## src/rtl/da_pkg.sv

```systemverilog
// rtl/da_pkg.sv - shared types and limits for the DA subfilter serial sequencer
package da_pkg;

  typedef enum logic [1:0] {
    IDLE,
    SHIFT,
    DRAIN,
    OUT
  } da_seq_state_t;

  typedef struct packed {
    logic act;
    logic first;
    logic last;
  } da_ctrl_t;

  localparam int DA_MAX_ROM_LATENCY = 4;

  localparam da_ctrl_t DA_CTRL_NONE = '{act: 1'b0, first: 1'b0, last: 1'b0};

  function automatic da_ctrl_t da_issue_ctrl(input logic first_bit, input logic last_bit);
    return '{act: 1'b1, first: first_bit, last: last_bit};
  endfunction

endpackage

```

## src/rtl/da_ctrl_delay.sv

```systemverilog
// rtl/da_ctrl_delay.sv - register chain that re-times arithmetic controls to the ROM output
module da_ctrl_delay
  import da_pkg::*;
#(
  parameter int DEPTH = 1
) (
  input  logic     clk,
  input  logic     rst_n,
  input  da_ctrl_t ctrl_i,
  output da_ctrl_t ctrl_o
);

  generate
    if (DEPTH == 0) begin : g_pass
      assign ctrl_o = ctrl_i;
    end else begin : g_chain
      da_ctrl_t stage_q [DEPTH];

      always_ff @(posedge clk or negedge rst_n) begin
        if (!rst_n) begin
          for (int i = 0; i < DEPTH; i++) stage_q[i] <= DA_CTRL_NONE;
        end else begin
          stage_q[0] <= ctrl_i;
          for (int i = 1; i < DEPTH; i++) stage_q[i] <= stage_q[i-1];
        end
      end

      assign ctrl_o = stage_q[DEPTH-1];
    end
  endgenerate

endmodule

```

## src/rtl/da_serial_sequencer.sv

```systemverilog
// rtl/da_serial_sequencer.sv - serialises one sample into a DA subfilter and captures its result
module da_serial_sequencer
  import da_pkg::*;
#(
  parameter int word_width  = 16,
  parameter int ROM_LATENCY = 1
) (
  input  logic                  clk,
  input  logic                  rst,
  input  logic [word_width-1:0] in_data,
  input  logic                  in_valid,
  output logic                  in_ready,
  output logic                  D,
  output logic                  shift_en,
  output logic                  acc_en,
  output logic                  SWb,
  output logic                  Ts,
  output logic                  SWa,
  input  logic [word_width-1:0] y_in,
  output logic [word_width-1:0] out_data,
  output logic                  out_valid,
  input  logic                  out_ready
);

  localparam int W  = word_width;
  localparam int CW = $clog2(W);
  localparam int L  = (ROM_LATENCY > DA_MAX_ROM_LATENCY) ? DA_MAX_ROM_LATENCY : ROM_LATENCY;
  localparam logic [CW-1:0] LAST_BIT = CW'(W - 1);

  da_seq_state_t state_q;
  logic [W-1:0]  sample_q;
  logic [CW-1:0] bit_cnt_q;
  logic [CW-1:0] bit_cnt_d;
  logic          d_q;
  logic          shift_en_q;
  logic          in_ready_q;
  logic [W-1:0]  out_data_q;
  logic          out_valid_q;
  da_ctrl_t      issue_q;
  da_ctrl_t      issue_d;
  da_ctrl_t      ctrl_dly;
  logic          last_bit;

  // Controls are issued alongside each serial bit, then delayed to meet the ROM data.
  da_ctrl_delay #(
    .DEPTH (L)
  ) u_ctrl_delay (
    .clk    (clk),
    .rst_n  (rst),
    .ctrl_i (issue_q),
    .ctrl_o (ctrl_dly)
  );

  always_comb begin
    bit_cnt_d = bit_cnt_q + 1'b1;
    last_bit  = (bit_cnt_q == LAST_BIT);
    issue_d   = da_issue_ctrl(1'b0, bit_cnt_d == LAST_BIT);
  end

  always_ff @(posedge clk or negedge rst) begin
    if (!rst) begin
      state_q     <= IDLE;
      sample_q    <= '0;
      bit_cnt_q   <= '0;
      d_q         <= 1'b0;
      shift_en_q  <= 1'b0;
      in_ready_q  <= 1'b0;
      out_data_q  <= '0;
      out_valid_q <= 1'b0;
      issue_q     <= DA_CTRL_NONE;
    end else begin
      case (state_q)
        IDLE: begin
          in_ready_q <= 1'b1;
          if (in_valid && in_ready_q) begin
            sample_q   <= in_data;
            bit_cnt_q  <= '0;
            d_q        <= in_data[0];
            shift_en_q <= 1'b1;
            issue_q    <= da_issue_ctrl(1'b1, 1'b0);
            in_ready_q <= 1'b0;
            state_q    <= SHIFT;
          end
        end
        SHIFT: begin
          if (last_bit) begin
            d_q        <= 1'b0;
            shift_en_q <= 1'b0;
            issue_q    <= DA_CTRL_NONE;
            state_q    <= DRAIN;
          end else begin
            bit_cnt_q <= bit_cnt_d;
            d_q       <= sample_q[bit_cnt_d];
            issue_q   <= issue_d;
          end
        end
        DRAIN: begin
          issue_q <= DA_CTRL_NONE;
        end
        OUT: begin
          if (out_ready) begin
            out_valid_q <= 1'b0;
            state_q     <= IDLE;
          end
        end
        default: state_q <= IDLE;
      endcase

      // With zero ROM latency the final bit and the capture share one edge, skipping DRAIN.
      if ((state_q == SHIFT || state_q == DRAIN) && ctrl_dly.last) begin
        out_data_q  <= y_in;
        out_valid_q <= 1'b1;
        state_q     <= OUT;
      end
    end
  end

  assign in_ready  = in_ready_q;
  assign D         = d_q;
  assign shift_en  = shift_en_q;
  assign acc_en    = ctrl_dly.act;
  assign SWb       = ctrl_dly.first;
  assign Ts        = ctrl_dly.last;
  assign SWa       = ctrl_dly.last;
  assign out_data  = out_data_q;
  assign out_valid = out_valid_q;

endmodule

```

## config.mk

```make
export PLATFORM = sky130hd
export DESIGN_NAME = da_serial_sequencer
export DESIGN_NICKNAME = d
export VERILOG_FILES = /design/src/rtl/da_pkg.sv /design/src/rtl/da_ctrl_delay.sv /design/src/rtl/da_serial_sequencer.sv
export SDC_FILE = /design/constraint.sdc
export NUM_CORES = 1
export LEC_CHECK = 0
export BUFFER_PORTS_ARGS = -buffer_cell sky130_fd_sc_hd__buf_2
export CORE_ASPECT_RATIO = 1.75
export CORE_UTILIZATION = 55
export DETAILED_ROUTE_END_ITERATION = 8
export GPL_TIMING_DRIVEN = 0
export PLACE_DENSITY = 0.91
export SLEW_MARGIN = 20
export SYNTH_ARGS = -nofsm -noshare
export SYNTH_HDL_FRONTEND = slang
export SYNTH_SLANG_ARGS = --single-unit
```

## constraint.sdc

```tcl
create_clock -name clk -period 3.2 [get_ports clk]
set_input_delay 0.32 -clock clk [delete_from_list [all_inputs] [get_ports clk]]
set_output_delay 0.32 -clock clk [all_outputs]
set_load 0.05 [all_outputs]
```

## Yosys cells after proc, flatten, opt, wreduce, memory -nomap -nowiden

Cells that the tools add are included.

- Equality and inequality tests: 11
- Order comparisons: 1
- Reduce and logical (&&, ||, !) cells: 16
- $add $sub $neg: 1
- Muxes and demuxes: 23

Operators by type and width:

| cell | count |
|---|---|
| $mux W1 | 9 |
| $pmux W3 S3 | 1 |
| $eq A4 B4 Y1 const B | 2 |
| $mux W2 | 4 |
| $mux W4 | 2 |
| $pmux W4 S2 | 1 |
| $reduce_and A2 Y1 | 4 |
| $mux W3 | 2 |
| $ne A2 B2 Y1 const B | 3 |
| $ne A3 B3 Y1 const B | 2 |
| $pmux W2 S3 | 1 |
| $reduce_and A3 Y1 | 2 |
| $reduce_bool A2 Y1 | 3 |
| $lt A4 B5 Y1 const B | 1 |
| $add A4 B1 Y4 const B | 1 |
| $bmux W1 S4 | 1 |
| $eq A2 B2 Y1 const B | 2 |
| $pmux W1 S2 | 2 |
| $reduce_and A4 Y1 | 1 |
| $reduce_bool A4 Y1 | 1 |
| $ne A3 B2 Y1 const B | 1 |
| $reduce_bool A3 Y1 | 1 |
| $eq A2 B1 Y1 const B | 1 |
| $logic_and A1 B1 Y1 | 2 |
| 2 further kinds | 2 |

- Input port bits: 36
- Word-level logic and storage cells: 66
- Output and inout bits: 24
- Flip-flop bits (word level): 48

## Logic depth before layout (Yosys ltp)

Gate-level depths: netlist (run 1).

- Depth in word-level cells: 5
- Depth in mapped cells: 7
- Depth with buffers taken out: 6

## Modules after synthesis

Synthesis (run 1) repeated with hierarchy kept, for this count alone.

- Cells, all modules: 158
- Area, all modules: 2139.6 um^2

Modules (own cells, without submodules):

| module | area each (um^2) | cells an instance | instances | sequential area each (um^2) |
|---|---|---|---|---|
| da_serial_sequencer | 2064.5 | 155 | 1 | 1126.1 |
| da_ctrl_delay | 75.1 | 3 | 1 | 75.1 |

## Worst setup path after synthesis (run 1)

No wires, ideal clock.

- Path type: register -> register
- Start: register state_q[0]
- End: register out_data_q[10] (netlist: out_data[10])
- Library setup time: 0.125 ns
- Stages on the path, launching flop included: 7
- Buffers on the path: 2
- Required time: 3.075 ns
- Path slack: 1.359 ns
- Arrival time: 1.717 ns
- Cell sequence: dfrtp_1 inv_1 ha_1 clkbuf_1 nand2_1 buf_2 mux2_2

- Word-level cells in the longest chain between the ends: 3
- Elaborated cells between the ends (all ways): 4
- Classes of those cells: eq/ne (2); reduce/logical (2)

RTL lines:

| what | RTL line | source |
|---|---|---|
| from (decl) | da_serial_sequencer.sv:30 | `da_seq_state_t state_q;` |
| from (signal assigned) | da_serial_sequencer.sv:62 | `state_q <= IDLE;` |
| from (signal assigned) | da_serial_sequencer.sv:82 | `state_q <= SHIFT;` |
| from (signal assigned) | da_serial_sequencer.sv:90 | `state_q <= DRAIN;` |
| $eq A2 B1 Y1 / $eq A2 B2 Y1 (equally long branches) | da_serial_sequencer.sv:110 | `if ((state_q == SHIFT \|\| state_q == DRAIN) && ctrl_dly.last) begin` |
| $logic_or A1 B1 Y1 * | da_serial_sequencer.sv:110 |  |
| $logic_and A1 B1 Y1 * | da_serial_sequencer.sv:110 |  |
| to (signal assigned) | da_serial_sequencer.sv:111 | `out_data_q <= y_in;` |
| to (decl) | da_serial_sequencer.sv:37 | `logic [W-1:0] out_data_q;` |

Every way passes the cells marked *; elsewhere a longest branch is shown, timed or not.
A chain may end at the register's enable or synchronous reset.

## Worst setup path in the final report (run 1)

- Start: register state_q[0]
- End: register out_data_q[9] (netlist: out_data[9])

Same word-level chain as after synthesis.

==> run_results.csv, run 1 <==
group,metric,value,unit
clock_network,cts_buffer_depth,2,
finish,area_growth,20.2,%
global_routing,grt_pass1_vias,1630,
yosys,synth_top_area_share,55.9,%
yosys,ys_ff_latch,48,
global_routing,grt_max_degree,49,
sta,tightest_slew,0.577,ns
sta,slew_headroom,61.5,%
yosys,synth_top_area_cell,"dfrtp_1",
finish,num_antenna_cells,0,
clock_network,post_cts.repair.setup_buffers,0,
yosys,ys_async_sr_fraction,100,%
yosys,syn_area,2150,sq um
clock_network,cts_resized,0,
die,initial_core_util,58.6,%
routing,wl_met3,186,um
sta,hold_viol,0,
clock_network,cts_sinks,48,
yosys,syn-num-nets,233,
die,die_w,49.2,um
routing,drt_iter0_markers,39,
setup_path,critPathArrivalTime,2.39,ns
yosys,ys.flop_type,"dfrtp_1",
job,drv_cap,0,
yosys,ys_types,31,
finish,fin_nets,299,
sta,fin_crit,2.20,ns
sta,slew_violations,0,
yosys,syn_inst,192,
routing,post-route-drc-count,0,
routing,drtAntennaViolNets,0,
setup_path,start_kind,"register",
routing,dr.pass1.iters,4,
yosys,yosys_warnings,0,
routing,vias_per_cell,5.36,
pwr,ir_worst_vdd,0.000553,V
run_status,status,"finished, final reports clean",
setup_path,cp_max_fo,10,
global_routing,grt_overflow,0,
placement,routabilityCongestion,0.796,
routing,met2_wirelength,2370,um
clock_network,numCtsBuffers,5,
clock_network,htreeDepth,2,
setup_path,required,3.39,ns
pwr,leakagePower,1.36,nW
clock_network,tritoncts,"done",
setup_path,critPathKind,"reg -> reg",
pwr,p_switching,0.861,mW
pwr,intPower,1.31,mW
routing,wl_per_cell,13.5,um
routing,drt-total-wl,4090,um
clock_network,clkTransAtPathRegs,0.08,ns
finish,drive_gt1_share,34.1,%
routing,wirelength_met1,1460,um
pwr,switching_share,39.7,%
die,die_y,84.7,um
sta,finClkSkew,0.00564,ns
die,die_area,4170,sq um
pwr,power_density,840,nW/um^2
yosys,yosysMostFrequentCell,"nand2_1",
setup_path,r2r_cells,6,
yosys,synth_edf_count,0,
sta,tns,0,ns
pwr,combPwrFrac,43.8,%
pwr,seqPwrFrac,41.0,%
global_routing,grt_pass1_wl,6760,um
sta,fmax,455,MHz
sta,setup_violations,0,
yosys,synth-seq-area-share,55.9,%
hold_path,timing.hold.worst.class,"in -> async",
die,fp.coreArea,3660,sq um
global_routing,antenna_found_initial,0,
placement,place.port_buffers,59,
die,num_io_pins,60,
global_routing,grt_util_all_layers,21.4,%
setup_path,end_kind,"register",
yosys,syn_avg_cell_area,11.2,sq um
yosys,yosys-top-cells-count,"58 x nand2_1, 48 x dfrtp_1, 17 x mux2_2",
pwr,total_power,2.17,mW
clock_network,ctsHoldBuffers,0,
placement,post-dp-hpwl,3130,um
clock_network,cts-root-buf,"clkbuf_8",
sta,period_share,68.7,%
yosys,synth_area_leaders,"dfrtp_1 56%, nand2_1 10%, mux2_2 8.9%",
routing,highest_layer,"met4",
die,row_count,29,
sta,rsz0062_at_grt,"no",
routing,vias,1629,
clock_network,clock_latency,0.30,ns
pwr,p_clk_share,15.3,%
==> registers in the layout, summed over array words and instances, names as in the netlist <==
register             flops
out_valid                1
u_ctrl_delay.ctrl_o      3
sample_q                16
D                        1
out_data                16
state_q                  2
bit_cnt_q                4
issue_q                  3
in_ready                 1
shift_en                 1
==> cells by family (layout without fill, tap and decap cells) <==
group	after synthesis	in the layout	share of synthesized area, %
and+or+nand+nor	74	74	14.0
DFF	48	48	55.9
muxes	24	24	15.2
AOI/OAI and AO/OA	23	23	7.28
buffers and inverters	16	82	3.55
adders and majority gates	5	5	2.91
xor gates and xnor gates	2	2	1.17
==> worst paths after layout <==
check                            start                endpoint  slack, ns
min reg2reg                 issue_q[2]  u_ctrl_delay.ctrl_o[2]       0.38
min in group clk           in_data[11]            sample_q[11]       0.21
max reg2reg                 state_q[0]             out_data[9]       1.00
min                                rst                shift_en       0.02
max in group asynchronous          rst            bit_cnt_q[3]       2.79
max                         state_q[0]             out_data[9]       1.00
==> worst max-delay path, cell delays in order, from the launching register on <==
cell and delay, ns:
dfrtp_1 0.44, inv_1 0.08, ha_1 0.31, clkbuf_1 0.20, nand2_1 0.36, buf_2 0.32
mux2_2 0.37
==> layout by cell type, fill, tap and decap left out, drive strengths merged, types with 2 or more instances in the layout <==
| cell type | n |
|---|---|
| mux2 | 17 |
| ha | 5 |
| and3 | 2 |
| mux4 | 4 |
| o211ai | 2 |
| a22oi | 2 |
| nand2b | 2 |
| nand2 | 58 |
| clkbuf | 10 |
| mux2i | 3 |
| nor3 | 3 |
| nor2 | 3 |
| a21oi | 4 |
| nand3 | 5 |
| buf | 63 |
| xor2 | 2 |
| inv | 8 |
| dfrtp | 48 |
| o21ai | 7 |
==> metal layers <==
metal / vias up / global-route usage, %
li1: 785 / -
met1: 780 / 20.1
met2: 55 / 42.3
met3: 9 / 4.35
met4: 0 / 9.09
met5: - / 0
==> power by group through the flow <==
stage               sequential, mW  combinational (mW)  clock (mW)
detailed placement           0.900               0.946           0
floorplan                     1.00               0.598           0
finish                       0.888               0.949       0.331
CTS                          0.888               0.949       0.342
global route                 0.908                1.05       0.362
global placement             0.888               0.906           0
==> metrics by stage <==
| stage | std cells | setup WS (ns) | hold slack (ns) | instance area (sq um) | utilization [%] |
|---|---|---|---|---|---|
| after CTS | 304 | 1.00 | 0.205 | 2580 | 70.4 |
| after global placement | 297 | 1.12 | 0.354 | 2500 | 68.2 |
| after floorplan | 192 | 1.36 | 0.0244 | 2150 | - |
| after global routing | 304 | 0.893 | 0.0658 | 2580 | 70.4 |
| final | 304 | 1.00 | 0.0188 | 2580 | 70.4 |
| after detailed placement | 297 | 1.01 | 0.368 | 2500 | 68.2 |
==> layout make-up <==
class / instances / area [sq um]
Buffer: 8 / 46.3
Clock buffer: 6 / 72.6
Clock inverter: 1 / 5.00
Fill cell: 282 / 1080
Inverter: 8 / 30.0
Multi-Input combinational cell: 128 / 871
Sequential cell: 48 / 1200
Tap cell: 46 / 57.6
Timing Repair Buffer: 59 / 298
No activity file was read; power rests on OpenSTA's default activity.
==> run 2: changes to the inputs <==
--- a/config.mk
+++ b/config.mk
@@ -5,12 +5,13 @@
 export SDC_FILE = /design/constraint.sdc
 export NUM_CORES = 1
 export LEC_CHECK = 0
+export ABC_AREA = 1
 export BUFFER_PORTS_ARGS = -buffer_cell sky130_fd_sc_hd__buf_2
 export CORE_ASPECT_RATIO = 1.75
-export CORE_UTILIZATION = 55
+export CORE_UTILIZATION = 51
 export DETAILED_ROUTE_END_ITERATION = 8
 export GPL_TIMING_DRIVEN = 0
-export PLACE_DENSITY = 0.91
+export PLACE_DENSITY = 0.86
 export SLEW_MARGIN = 20
 export SYNTH_ARGS = -nofsm -noshare
 export SYNTH_HDL_FRONTEND = slang
==> constraint.sdc (replaced) <==
create_clock -name clk -period 2.2 [get_ports clk]
set_input_delay 0.22 -clock clk [delete_from_list [all_inputs] [get_ports clk]]
set_output_delay 0.22 -clock clk [all_outputs]
set_load 0.05 [all_outputs]
==> run_results.csv, run 2 <==
group,metric,value,unit
routing,wirelength_met1,1630,um
yosys,ys_ff_latch,48,
finish,fillers,369,
sta,tightest_slew,0.620,ns
finish,final_cell_mix,"60 x buf_2, 48 x dfrtp_1, 45 x nand2_1, 30 x inv_1, 24 x o21ai_0",
routing,wl_met3,196,um
setup_path,crit_chain,"inv_1 -> ha_1 -> nand2_2 -> buf_6 -> mux2_2",
die,die_area,4510,sq um
pwr,combPwrFrac,46.4,%
routing,highest_layer,"met4",
global_routing,grt_max_degree,49,
yosys,ys_types,28,
setup_path,critPathMaxStageDelay,0.42,ns
setup_path,required,2.39,ns
sta,hold_ws,0.125,ns
routing,dr.pass1.iters,4,
global_routing,grt_pass1_wl,6930,um
sta,tns,0,ns
routing,met2_wirelength,2310,um
yosys,yosys-top-cells-count,"48 x dfrtp_1, 45 x nand2_1, 30 x inv_1",
pwr,intPower,1.94,mW
clock_network,tritoncts,"done",
sta,setup_violations,0,
global_routing,grt_pass1_vias,1690,
global_routing,grt_overflow,0,
sta,slew_violations,0,
hold_path,hold_depth,3,
yosys,ys.flop_type,"dfrtp_1",
finish,postLayoutCellArea,2620,sq um
sta,rsz0062_at_grt,"no",
placement,post-dp-hpwl,3200,um
clock_network,post_cts.repair.setup_buffers,0,
die,initial_core_util,52.6,%
die,num_io_pins,60,
routing,post-route-drc-count,0,
yosys,yosys_warnings,0,
die,die_w,51.2,um
finish,postLayoutCoreUtil,63.8,%
clock_network,clock_latency,0.30,ns
yosys,synth-seq-area-share,55.6,%
setup_path,critPathKind,"reg -> reg",
setup_path,critPathArrivalTime,1.92,ns
setup_path,end_kind,"register",
sta,period_share,78.7,%
clock_network,cts-root-buf,"clkbuf_8",
sta,hold_viol,0,
placement,dpl.cell_count,326,
pwr,switching_share,43.5,%
die,die_y,88.1,um
sta,fmax,577,MHz
yosys,synth_top_area_cell,"dfrtp_1",
finish,fin_cells,335,
placement,place.port_buffers,59,
clock_network,cts_sinks,48,
routing,drtAntennaViolNets,0,
hold_path,timing.hold.worst.class,"in -> reg",
job,drv_cap,0,
clock_network,clkTransAtPathRegs,0.08,ns
run_status,status,"finished, final reports clean",
setup_path,critPathSlowestCell,"dfrtp_1",
clock_network,ctsHoldBuffers,0,
yosys,syn_area,2160,sq um
sta,slew_headroom,58.2,%
pwr,power_density,1310,nW/um^2
pwr,leakagePower,1.36,nW
die,fp.coreArea,4110,sq um
yosys,syn_inst,218,
yosys,synth_edf_count,0,
pwr,ir_worst_vdd,0.000717,V
yosys,synth_top_area_share,55.6,%
yosys,syn-num-nets,259,
routing,vias,1700,
die,row_count,31,
routing,wl_per_cell,12.7,um
clock_network,htreeDepth,2,
clock_network,numCtsBuffers,5,
pwr,p_clk_share,15.6,%
routing,drt-total-wl,4270,um
routing,drt_iter0_markers,40,
yosys,syn_avg_cell_area,9.91,sq um
routing,vias_per_cell,5.07,
finish,drive_gt1_share,33.6,%
placement,dp_slack,0.442,ns
setup_path,start_kind,"register",
finish,mostFrequentLayoutCell,"buf_2",
finish,num_antenna_cells,0,
clock_network,cts_resized,0,
yosys,yosysMostFrequentCell,"dfrtp_1",
placement,place_area,2520,sq um
yosys,ys_async_sr_fraction,100,%
sta,fin_crit,1.73,ns
finish,area_growth,21.4,%
pwr,total_power,3.44,mW
pwr,seqPwrFrac,38.0,%
placement,routabilityCongestion,0.870,
global_routing,grt_util_all_layers,20.9,%
setup_path,r2r_cells,5,
clock_network,cts_buffer_depth,2,
global_routing,antenna_found_initial,0,
sta,finClkSkew,0.00410,ns
sta,worst_slack,0.468,ns
yosys,synth_area_leaders,"dfrtp_1 56%, mux2_2 8.3%, nand2_1 7.8%",
setup_path,cp_max_fo,10,
finish,fin_nets,326,
pwr,p_switching,1.49,mW
## run 2: path summary, 6_finish.rpt
| check | slack (ns) | from | endpoint |
|---|---|---|---|
| max | 0.47 | state_q[0] | out_data[14] |
| min | 0.13 | in_data[15] | sample_q[15] |
| max reg2reg | 0.47 | state_q[0] | out_data[14] |
| min reg2reg | 0.38 | issue_q[1] | u_ctrl_delay.ctrl_o[1] |
| max in group asynchronous | 1.32 | rst | out_data[15] |
| min in group asynchronous | 0.47 | rst | sample_q[8] |
## run 2: final cells by class
type                    instances  area (sq um)  share of cell area (%)
flip-flops and latches         48          1200                    45.8
multi-input cells             133           798                    30.4
repair buffers                 60           308                    11.7
inverters                      31           116                    4.44
clock buffers                   6          82.6                    3.15
well taps                      49          61.3                    2.34
plain buffers                   6          45.0                    1.72
clock inverters                 2          10.0                   0.382
## run 2: power by group through the flow
| stage | Clock, mW | Combinational, mW | Sequential [mW] |
|---|---|---|---|
| after floorplan | 0 | 0.919 | 1.62 |
| after detailed placement | 0 | 1.60 | 1.33 |
| after CTS | 0.563 | 1.60 | 1.31 |
| after global placement | 0 | 1.55 | 1.31 |
| final | 0.535 | 1.60 | 1.31 |
| after global routing | 0.590 | 1.78 | 1.34 |
## run 2: cells by family (layout without fill, tap and decap cells)
logic type / Yosys count / after routing / share of synthesized area, %
AOI/OAI and AO/OA: 34 / 34 / 9.38
buffers and inverters: 37 / 105 / 7.47
xor gates and xnor gates: 4 / 4 / 1.62
adders and majority gates: 5 / 5 / 2.90
muxes: 16 / 16 / 8.34
DFF: 48 / 48 / 55.6
and+or+nand+nor: 74 / 74 / 14.7
## run 2: routing by layer
metal  global-route usage [%]  vias to the layer above
li1                         -                      831
met1                     19.8                      801
met2                     39.2                       55
met3                     4.51                       13
met4                     12.9                        0
met5                        0                        -
## run 2: critical path, delay by kind of cell, from the launching register on
kind / cells / cell delay, ns
multiplexers: 1 / 0.34
AND/OR/NAND/NOR: 1 / 0.24
flip-flops: 1 / 0.42
buffers and inverters: 2 / 0.26
adder cells (fa/ha/maj): 1 / 0.36
